`src/rtl/ndpqs_rr_sched_if.sv`:
```
// Grant handshake between the round-robin scheduler and the dequeue/read logic.
// master = scheduler (drives valid/qid), slave = downstream (drives ready).
interface ndpqs_rr_sched_if #(
    parameter int QID_WIDTH = 3
);
    logic                 out_valid;
    logic [QID_WIDTH-1:0] out_qid;
    logic                 out_ready;

    modport master (output out_valid, output out_qid, input out_ready);
    modport slave  (input out_valid, input out_qid, output out_ready);
endinterface

```
`src/rtl/ndpqs_rr_sched.sv`:
```
// Round-robin queue scheduler with per-queue occupancy counters; enqueue to grant >= 2 cycles, one grant per 2 cycles.
// Grant is held (valid/qid stable) until out_ready; enqueues to a full queue are dropped and flagged on enq_drop.
module ndpqs_rr_sched #(
    parameter int NUM_QUEUES  = 8,
    parameter int QID_WIDTH   = 3,
    parameter int DEPTH_WIDTH = 12
) (
    input  logic                              clk,
    input  logic                              rst,
    input  logic                              sched_en,
    input  logic [NUM_QUEUES-1:0]             q_mask,
    input  logic [NUM_QUEUES-1:0]             enq_valid,
    output logic [NUM_QUEUES-1:0]             enq_ready,
    output logic [NUM_QUEUES-1:0]             enq_drop,
    ndpqs_rr_sched_if.master                  gnt,
    output logic [NUM_QUEUES*DEPTH_WIDTH-1:0] depth_flat,
    output logic                              all_empty
);

    typedef enum logic {ARB, GRANT} state_t;

    state_t                 state_q, state_d;
    logic [DEPTH_WIDTH-1:0] depth_q [NUM_QUEUES];
    logic [DEPTH_WIDTH-1:0] depth_d [NUM_QUEUES];
    logic [QID_WIDTH-1:0]   ptr_q, ptr_d;
    logic [QID_WIDTH-1:0]   qid_q, qid_d;
    logic                   vld_q, vld_d;
    logic [NUM_QUEUES-1:0]  drop_q, drop_d;
    logic [NUM_QUEUES-1:0]  eligible, inc, dec;
    logic                   accept, found;
    logic [QID_WIDTH-1:0]   winner;

    assign gnt.out_valid = vld_q;
    assign gnt.out_qid   = qid_q;
    assign enq_drop      = drop_q;
    assign accept        = vld_q & gnt.out_ready;

    function automatic logic [QID_WIDTH-1:0] rot_idx(input logic [QID_WIDTH-1:0] base, input int ofs);
        int s;
        s = int'(base) + ofs;
        if (s >= NUM_QUEUES) s = s - NUM_QUEUES;
        return QID_WIDTH'(s);
    endfunction

    // enq_ready looks at the pre-update count, so a full queue drops even when dequeued this cycle
    always_comb begin
        enq_ready  = '0;
        eligible   = '0;
        inc        = '0;
        dec        = '0;
        drop_d     = '0;
        depth_flat = '0;
        all_empty  = 1'b1;
        for (int i = 0; i < NUM_QUEUES; i++) begin
            enq_ready[i] = (depth_q[i] != {DEPTH_WIDTH{1'b1}});
            eligible[i]  = q_mask[i] & (depth_q[i] != '0);
            inc[i]       = enq_valid[i] & enq_ready[i];
            dec[i]       = accept & (qid_q == QID_WIDTH'(i));
            drop_d[i]    = enq_valid[i] & ~enq_ready[i];
            depth_d[i]   = depth_q[i] + DEPTH_WIDTH'(inc[i]) - DEPTH_WIDTH'(dec[i]);
            depth_flat[i*DEPTH_WIDTH +: DEPTH_WIDTH] = depth_q[i];
            if (depth_q[i] != '0) all_empty = 1'b0;
        end
    end

    always_comb begin
        found  = 1'b0;
        winner = '0;
        for (int k = 0; k < NUM_QUEUES; k++) begin
            if (!found && eligible[rot_idx(ptr_q, k)]) begin
                found  = 1'b1;
                winner = rot_idx(ptr_q, k);
            end
        end
    end

    always_comb begin
        state_d = state_q;
        vld_d   = vld_q;
        qid_d   = qid_q;
        ptr_d   = ptr_q;
        case (state_q)
            ARB: begin
                vld_d = 1'b0;
                if (sched_en && found) begin
                    qid_d   = winner;
                    vld_d   = 1'b1;
                    state_d = GRANT;
                end
            end
            GRANT: begin
                // an issued grant is never withdrawn by sched_en or q_mask
                if (gnt.out_ready) begin
                    vld_d   = 1'b0;
                    state_d = ARB;
                    ptr_d   = (qid_q == QID_WIDTH'(NUM_QUEUES - 1)) ? '0 : qid_q + QID_WIDTH'(1);
                end
            end
            default: state_d = ARB;
        endcase
    end

    always_ff @(posedge clk or negedge rst) begin
        if (!rst) begin
            state_q <= ARB;
            vld_q   <= 1'b0;
            qid_q   <= '0;
            ptr_q   <= '0;
            drop_q  <= '0;
            for (int i = 0; i < NUM_QUEUES; i++) depth_q[i] <= '0;
        end else begin
            state_q <= state_d;
            vld_q   <= vld_d;
            qid_q   <= qid_d;
            ptr_q   <= ptr_d;
            drop_q  <= drop_d;
            for (int i = 0; i < NUM_QUEUES; i++) depth_q[i] <= depth_d[i];
        end
    end

endmodule
```
`src/flat_wrapper.sv`:
```
// flat-port wrapper written by rule: the top's interface ports become plain ports
module ndpqs_rr_sched_flat 
#(
    parameter int NUM_QUEUES  = 8,
    parameter int QID_WIDTH   = 3,
    parameter int DEPTH_WIDTH = 12
)
  (clk, rst, sched_en, q_mask, enq_valid, enq_ready, enq_drop, depth_flat, all_empty, gnt_out_valid, gnt_out_qid, gnt_out_ready);
  ndpqs_rr_sched_if #(.QID_WIDTH(QID_WIDTH)) gnt_i ();
  input  logic clk;
  input  logic rst;
  input  logic sched_en;
  input  logic [NUM_QUEUES-1:0] q_mask;
  input  logic [NUM_QUEUES-1:0] enq_valid;
  output logic [NUM_QUEUES-1:0] enq_ready;
  output logic [NUM_QUEUES-1:0] enq_drop;
  output logic [NUM_QUEUES*DEPTH_WIDTH-1:0] depth_flat;
  output logic all_empty;
  output wire logic [$bits(gnt_i.out_valid)-1:0] gnt_out_valid;
  output wire logic [$bits(gnt_i.out_qid)-1:0] gnt_out_qid;
  input wire logic [$bits(gnt_i.out_ready)-1:0] gnt_out_ready;
  assign gnt_out_valid = gnt_i.out_valid;
  assign gnt_out_qid = gnt_i.out_qid;
  assign gnt_i.out_ready = gnt_out_ready;
  ndpqs_rr_sched #(.NUM_QUEUES(NUM_QUEUES), .QID_WIDTH(QID_WIDTH), .DEPTH_WIDTH(DEPTH_WIDTH)) u_core (.clk(clk), .rst(rst), .sched_en(sched_en), .q_mask(q_mask), .enq_valid(enq_valid), .enq_ready(enq_ready), .enq_drop(enq_drop), .gnt(gnt_i), .depth_flat(depth_flat), .all_empty(all_empty));
endmodule
```
`config.mk`:
```
export PLATFORM = sky130hd
export DESIGN_NAME = ndpqs_rr_sched_flat
export DESIGN_NICKNAME = d
export VERILOG_FILES = /design/src/rtl/ndpqs_rr_sched_if.sv /design/src/rtl/ndpqs_rr_sched.sv /design/src/flat_wrapper.sv
export SDC_FILE = /design/constraint.sdc
export NUM_CORES = 1
export LEC_CHECK = 0
export BUFFER_PORTS_ARGS = -buffer_cell sky130_fd_sc_hd__buf_2
export CORE_MARGIN = 5
export CORE_UTILIZATION = 30
export CTS_BUF_LIST = sky130_fd_sc_hd__clkbuf_4
export CTS_CLUSTER_DIAMETER = 50
export DETAILED_ROUTE_END_ITERATION = 6
export PLACE_DENSITY_LB_ADDON = 0.05
export SYNTH_ARGS = -nofsm -noshare
export SYNTH_HDL_FRONTEND = slang
export SYNTH_SLANG_ARGS = --single-unit
```
`constraint.sdc`:
```
create_clock -name clk -period 4.01 [get_ports clk]
set_clock_uncertainty 0.2 [all_clocks]
set_input_delay 0.802 -clock clk [delete_from_list [all_inputs] [get_ports clk]]
set_output_delay 0.802 -clock clk [all_outputs]
set_load 0.01 [all_outputs]
```
Word level (Yosys, flattened, before mapping)
Cells that the tools add are included.
{"block": "classes", "reduce_logical": 26, "n_addsub": 32, "n_bitwise": 42, "n_eq_ne": 16, "magnitude_cmp": 16, "muxes": 54}
{"operator": "adder 12 x 1 -> 12 bit", "count": 8}
{"operator": "!= test 12 bit, second input constant", "count": 8}
{"operator": "nonzero test 12 bit", "count": 8}
{"operator": "subtractor 12 x 1 -> 12 bit", "count": 8}
{"operator": "two-way mux 3 bit", "count": 17}
{"operator": "AND 1 bit", "count": 33}
{"operator": "less-than comparator 3 x 4 -> 1 bit, second input constant", "count": 8}
{"operator": "greater-or-equal comparator 4 bit, second input constant", "count": 7}
{"operator": "two-way mux 1 bit", "count": 27}
{"operator": "binary-select mux 1 bit (select 3 bit)", "count": 8}
{"operator": "subtractor 3 x 1 -> 3 bit, second input constant", "count": 8}
{"operator": "adder 3 x 3 -> 4 bit, second input constant", "count": 4}
{"operator": "== test 3 bit, second input constant", "count": 4}
{"operator": "NOT 1 bit", "count": 9}
{"operator": "adder 3 x 2 -> 4 bit, second input constant", "count": 2}
{"operator": "logical AND 1 bit", "count": 8}
{"operator": "logical NOT 1 bit", "count": 7}
{"operator": "== test 3 x 2 -> 1 bit, second input constant", "count": 2}
{"operator": "adder 3 x 1 -> 4 bit, second input constant", "count": 1}
{"operator": "greater-or-equal comparator 3 x 4 -> 1 bit, second input constant", "count": 1}
{"operator": "case mux 1 bit (2 select lines)", "count": 2}
{"operator": "AND reduction 2 bit", "count": 2}
{"operator": "adder 3 x 1 -> 3 bit, second input constant", "count": 1}
{"operator": "== test 3 x 1 -> 1 bit, second input constant", "count": 1}
{"operator": "2 further kinds", "count": 2}
{"block": "word_totals", "output_inout_bits": 117, "regBits": 112, "in_bits": 20, "elab_cells": 199}

Logic depth before layout (Yosys ltp)
Gate-level depths: netlist (run 1).
{"block": "logic_depth", "depth_word": 29, "depth_mapped": 15, "ltp_nobuf": 15}

Worst setup path after synthesis (run 1)
OpenSTA, ideal clock, no wires.
{"block": "synth_timing", "path_type": "input port to flip-flop", "from": "input port gnt_out_ready", "to": "register u_core.depth_q, in the netlist u_core.depth_flat[22]", "n_path_buf": 0, "required_time_ns": 3.674, "setup_ns": 0.136, "arrival_time_ns": 3.396, "stages": 14, "path_slack_ns": 0.278, "path_cell_list": "and2_1 and3_1 ha_1 inv_1 ha_1 fa_1 a21oi_1 o21bai_1 a21oi_1 o21bai_1 a21o_1 a21oi_1 nor4_1 or3b_2"}
{"item": "start: declaration", "line": "flat_wrapper.sv:21", "source": "input wire logic [$bits(gnt_i.out_ready)-1:0] gnt_out_ready;"}
{"item": "end: declaration", "line": "ndpqs_rr_sched.sv:23", "source": "logic [DEPTH_WIDTH-1:0] depth_q [NUM_QUEUES];"}

==> impl_results.md, run 1 <==
- Antenna viol nets, final: 0
- Post-Syn Instances: 965
- RSZ-0062 raised after global routing: no
- Compound-Gate Fraction of Synth Area: 15.4%
- Nets: between 1k and 1.5k
- Synth Area in XOR/XNOR: 6.79%
- Synth Area in Adders: 25.8%
- DP Worst Slack: 0.0337 ns
- DP Wirelength: roughly 19000 um
- Fmax: ~270 MHz
- Slowest cell on crit path: dfrtp_1
- Commonest non-fill, non-tap cell in the layout: ha_1
- TNS Setup: 0 ns
- Critical path's largest stage delay: between 0.4 and 0.5 ns
- Placer Congestion: 0.781
- Vias per cell: 4.66
- Outcome: completed
- Residual DRC count: 0
- Total grt overflow: 0
- Final WS setup: 0.307 ns
- Final Hold Vio Count: 0
- Clock transition at path regs: about 0.19 ns
- Antenna violations before repair: 1
- TritonCTS clock tree: done
- Worst-Margin Slew: 0.790 ns
- First-pass GRT wire length: 39300 um
- Post-Syn Nets: 1177
- Std cell rows: 65
- Clock sink count: 112
- Post-synth EDFFs: 0
- Top FF cell, synth: dfrtp_1
- Max Root-Sink Buffers: 2
- Share of post-route cells with drive strength above 1: between 10% and 20%
- Crit Path Class: reg2reg
- Max Cap Viol: 0
- First DRT Iteration DRCs: roughly 270
- Avg Cell Area, Syn: 9.89 um2
- Worst path required time: 4.23 ns
- Hold Crit Class: in2async
- Layout fillers: 3263
- H-tree depth: 3
- Final setup viols: 0
- Initial Util: 30.3%
- Fin util: between 30% and 40%
- Final critical-path share of the clock period: 92.3%
- Highest-count cells in the layout ignoring fill and taps: 184 x ha_1, 155 x inv_1, 135 x buf_2
- Startpoint types: register
- Synth top area share: 29.4%
- Largest family of logic cells by synthesized area: adder cells
- Crit path max-delay family: adder cells
- Synth Area in Simple Gates: 11.2%
- Fin crit period: 3.70 ns
- Die H: 188 um
- Mux contribution to synthesized area: 4.68%
- Vias: 7123
- Number of buffers created by CTS: 9
- Largest area contributor in the netlist: dfrtp_1
- Final wirelength: 24000 um
- Netlist cell types: 83
- Crit-path cells: ha_1, ha_1, and3_1, ha_1, inv_1, ha_1, fa_1, a21oi_1, o21bai_1, a21oi_1, o21bai_1, a21o_1, a21oi_1, nor4_1, or3b_2
- Top Ports: 137
- Largest net degree at the start of global routing: 70
- Core box area: between 0.03 and 0.04 mm2
- Port buffer count: ~140
- Worst path bufs/invs: 1
- Worst slew margin: 47.4%
- Async SR Flop Fraction: 100%
- Clk_lat worst skew: ~0.54 ns
- Area Growth Syn to Fin: 15.2%
- YS warnings: 0
- Maximum net fanout on the critical path: 4
- Max-slew violations: 0
- Synth top area cells: dfrtp_1 29%, ha_1 24%, inv_1 6.1%, xor2_1 4.6%, a21oi_1 2.8%
- Post-Syn Area: 0.00954 mm2
- Vias in the first global route: 7361
- Critical Path AT: roughly 3.9 ns
- Root buffer cell: clkbuf_4
- GRT Util Overall: 13.7%
- Sequential fraction of the synthesis area: 29.4%
- DRT Pass-1 Iters: 4
- CTS Hold Buffers Added: 0
- CP endpoint kind: register
- Crit path top cell by count: ha_1
- WL/cell: 15.7 um
- Synthesized flop and latch total: around 110
- Die W: 188 um
- Die ar.: 0.0355 mm2
==> worst paths after layout <==
| path | start | end | slack, ns | cells after the start |
|---|---|---|---|---|
| max | u_core.gnt.out_qid[1] | u_core.depth_flat[94] | 0.31 | 15 |
| min | rst | u_core.depth_flat[45] | 0.01 | 1 |
| min in group clk | enq_valid[7] | u_core.enq_drop[7] | 0.26 | 2 |
| max in group asynchronous | rst | u_core.depth_flat[16] | 2.87 | 2 |
| max reg2reg | u_core.gnt.out_qid[1] | u_core.depth_flat[94] | 0.31 | 15 |
| min reg2reg | u_core.state_q | u_core.state_q | 0.36 | 1 |
==> final cells by class <==
cell class | instances | area [um2] | share of cell area [%]
Sequential cell | 112 | 2800 | 25.5
Clock inverter | 5 | 81.3 | 0.740
Clock buffer | 11 | 82.6 | 0.751
Tap cell | 402 | 503 | 4.58
Antenna cell | 1 | 2.50 | 0.0228
Inverter | 158 | 593 | 5.40
Timing Repair Buffer | 153 | 827 | 7.53
Multi-Input combinational cell | 686 | 6100 | 55.5
==> synthesized netlist by cell type, drive strengths merged (2+ instances only) <==
master	number
a211o	2
a41oi	6
or3b	7
xnor2	24
a221oi	8
nand3b	7
o21ai	27
nor4	10
mux4	10
a21o	15
ha	184
nand4	14
o31ai	3
buf	6
mux2	7
o211ai	2
a21oi	53
mux2i	12
nand3	15
o21a	2
nor2	45
dfrtp	112
nand2	25
o41ai	2
clkbuf	3
nor2b	16
a2111oi	2
a22oi	2
o21bai	34
a22o	4
xor2	50
and3	8
o221ai	4
and2	15
a31oi	8
o22ai	4
nand2b	5
inv	157
fa	8
o2111ai	4
o211a	4
nor3	18
==> layer usage <==
metal / track usage [%] / routed length, um / vias to the layer above
met1: 18.3 / 11700 / 3358
met2: 22.8 / 11200 / 98
li1: - / - / 3654
met3: 3.04 / 821 / 13
met5: 0 / 0 / -
met4: 3.14 / 244 / 0
==> through the flow <==
step | area [um2] | hold slack [ns] | std cells
2_1_floorplan | 9540 | 0.290 | 965
3_3_place_gp | 10800 | 0.318 | 1510
3_5_place_dp | 10800 | 0.313 | 1510
4_1_cts | 11000 | 0.0302 | 1526
5_1_grt | 11000 | 0.0586 | 1528
6_report | 11000 | 0.0118 | 1528
==> worst register-to-register path, stage by stage, from the launching register on <==
cell and delay (ns):
dfrtp_1 0.46, ha_1 0.22, ha_1 0.22, and3_1 0.16, ha_1 0.26, inv_1 0.04
ha_1 0.21, fa_1 0.40, a21oi_1 0.17, o21bai_1 0.10, a21oi_1 0.16, o21bai_1 0.11
a21o_1 0.19, a21oi_1 0.19, nor4_1 0.06, or3b_2 0.43
==> cell families after synthesis <==
group / count (synthesis)
mux: 29
simple gates: 192
compound gates: 199
fa+ha+maj: 192
xor+xnor: 74
buf+inv: 167
flops: 112
==> timing repair <==
item / in CTS / in global routing
endpoints found under the setup margin: 0 / 2
resized for setup: 0 / 1
buffers inserted: 0 / 1
==> flip-flops by register name (all words and copies together) (netlist names) <==
name and count:
u_core.depth_flat 96, u_core.enq_drop 8, u_core.gnt.out_qid 3, u_core.ptr_q 3
u_core.gnt.out_valid 1, u_core.state_q 1
Power of run 1 is not shown: default switching activity piles up to over one toggle a cycle in this logic, so the estimate is an artifact.
==> run 2, diff against run 1 <==
Settings changed: CORE_ASPECT_RATIO set to 1.2.
==> impl_results.md, run 2 (same netlist as run 1, synthesis figures left out) <==
- Outcome: completed
- GRT Util Overall: 13.6%
- Highest-count cells in the layout ignoring fill and taps: 184 x ha_1, 155 x inv_1, 135 x buf_2
- Crit Path Class: reg2reg
- DP Wirelength: around 19000 um
- Std cell rows: approximately 70
- Crit path top cell by count: ha_1
- Setup bufs post-CTS: 0
- Commonest non-fill, non-tap cell in the layout: ha_1
- Residual DRC count: 0
- CP endpoint kind: register
- Worst path required time: 4.20 ns
- Cts repair resizes: 0
- Top Ports: about 140
- Clock sink count: between 100 and 150
- TNS Setup: 0 ns
- Reg2reg path depth: 15
- WL/cell: roughly 16 um
- Clk_lat worst skew: 0.52 ns
- Fmax: 269 MHz
- First-pass GRT wire length: ~39000 um
- Largest net degree at the start of global routing: 50
- Die W: 173 um
- Placer Congestion: 0.793
- Clock transition at path regs: approximately 0.2 ns
- Final Hold Vio Count: 0
- Critical Path AT: just under 4 ns
- Maximum net fanout on the critical path: 4
- Die H: 205 um
- Slowest cell on crit path: dfrtp_1
- Hold Crit Class: in2reg
- Final setup viols: 0
- Final wirelength: between 20000 and 25000 um
- Worst slew margin: 46.2%
- H-tree depth: 3
- Worst Setup SP: u_core.gnt.out_qid[1]
- Reg-to-reg critical path startpoint: u_core.gnt.out_qid[1]
- First DRT Iteration DRCs: 285
- Port buffer count: about 140
- Root buffer cell: clkbuf_4
- Final critical-path share of the clock period: between 90 and 100%
- Crit path to: u_core.depth_flat[46]
- Max reg flops: 96
- Startpoint types: register
- Critical path's largest stage delay: 0.46 ns
- CTS Hold Buffers Added: 1
- Vias per cell: approximately 4.7
- Nets: 1334
- TritonCTS clock tree: done
- Max-slew violations: 0
- Die ar.: ~0.035 mm2
- Number of buffers created by CTS: 9
- Antenna viol nets, final: 0
- Antenna violations before repair: 3
- Core box area: approximately 0.031 mm2
- Fin crit period: approximately 3.7 ns
- Crit-path cells: ha_1, ha_1, and3_1, ha_1, inv_1, ha_1, fa_1, a21oi_1, o21bai_1, a21oi_1, o21bai_1, a21o_1, a21oi_1, nor4_1, or3b_2
- Initial Util: 30.4%
- RSZ-0062 raised after global routing: no
- Total grt overflow: 0
- Worst-Margin Slew: 0.807 ns
- Vias in the first global route: 7378
- Vias: around 7.2k
- Area Growth Syn to Fin: 15.4%
- Setup slack, reg-to-reg: ~0.29 ns
- Share of post-route cells with drive strength above 1: 18.7%
- Worst R2R End: u_core.depth_flat[46]
- DRT Pass-1 Iters: 4
- Max Root-Sink Buffers: 2
- Max Cap Viol: 0
==> run 2: through the flow <==
stage                     instance area [um2]  util (%)  hold slack (ns)  instances  worst slack [ns]
after floorplan                          9540         -            0.290        965             0.278
after global placement                  10800      34.5            0.328       1511            0.0674
after detailed placement                10800      34.5            0.324       1511            0.0466
after CTS                               11000      35.1            0.220       1528             0.256
after global routing                    11000      35.1            0.218       1531            0.0354
final                                   11000      35.1            0.282       1532             0.286
==> run 2: how the worst min path moves through the flow <==
stage	startpoint	end	slack [ns]	depth (start not counted)
after floorplan	u_core.state_q	u_core.state_q	0.29	1
after detailed placement	u_core.state_q	u_core.state_q	0.32	1
after CTS	enq_valid[4]	u_core.enq_drop[4]	0.22	2
after global placement	u_core.state_q	u_core.state_q	0.33	1
final	enq_valid[4]	u_core.enq_drop[4]	0.28	2
after global routing	enq_valid[4]	u_core.enq_drop[4]	0.22	2
==> run 2: final cells by class <==
class	instances	area, um2
inverters	158	593
clock inverters	7	95.1
clock buffers	9	67.6
diodes	4	10.0
flip-flops and latches	112	2800
repair buffers	155	841
multi-input cells	686	6100
well taps	401	502
fillers	3231	20400
==> run 2: metal layers <==
layer	GRT usage [%]	wire (um)	part of all wire (%)
met1	17.7	11300	47
met2	23.2	11600	48
met3	2.74	922	3.8
met4	3.20	257	1.1
met5	0	13	0.054
==> run 2: worst max-delay path: cells and delay by family, from the launching register on <==
kind                     cells  cell delay, ns
AO/OA/AOI/OAI                6            0.90
adder cells (fa/ha/maj)      5            1.29
buffers and inverters        1            0.04
flip-flops                   1            0.46
AND/OR/NAND/NOR              3            0.71
Power of run 2 is left out for the same reason.
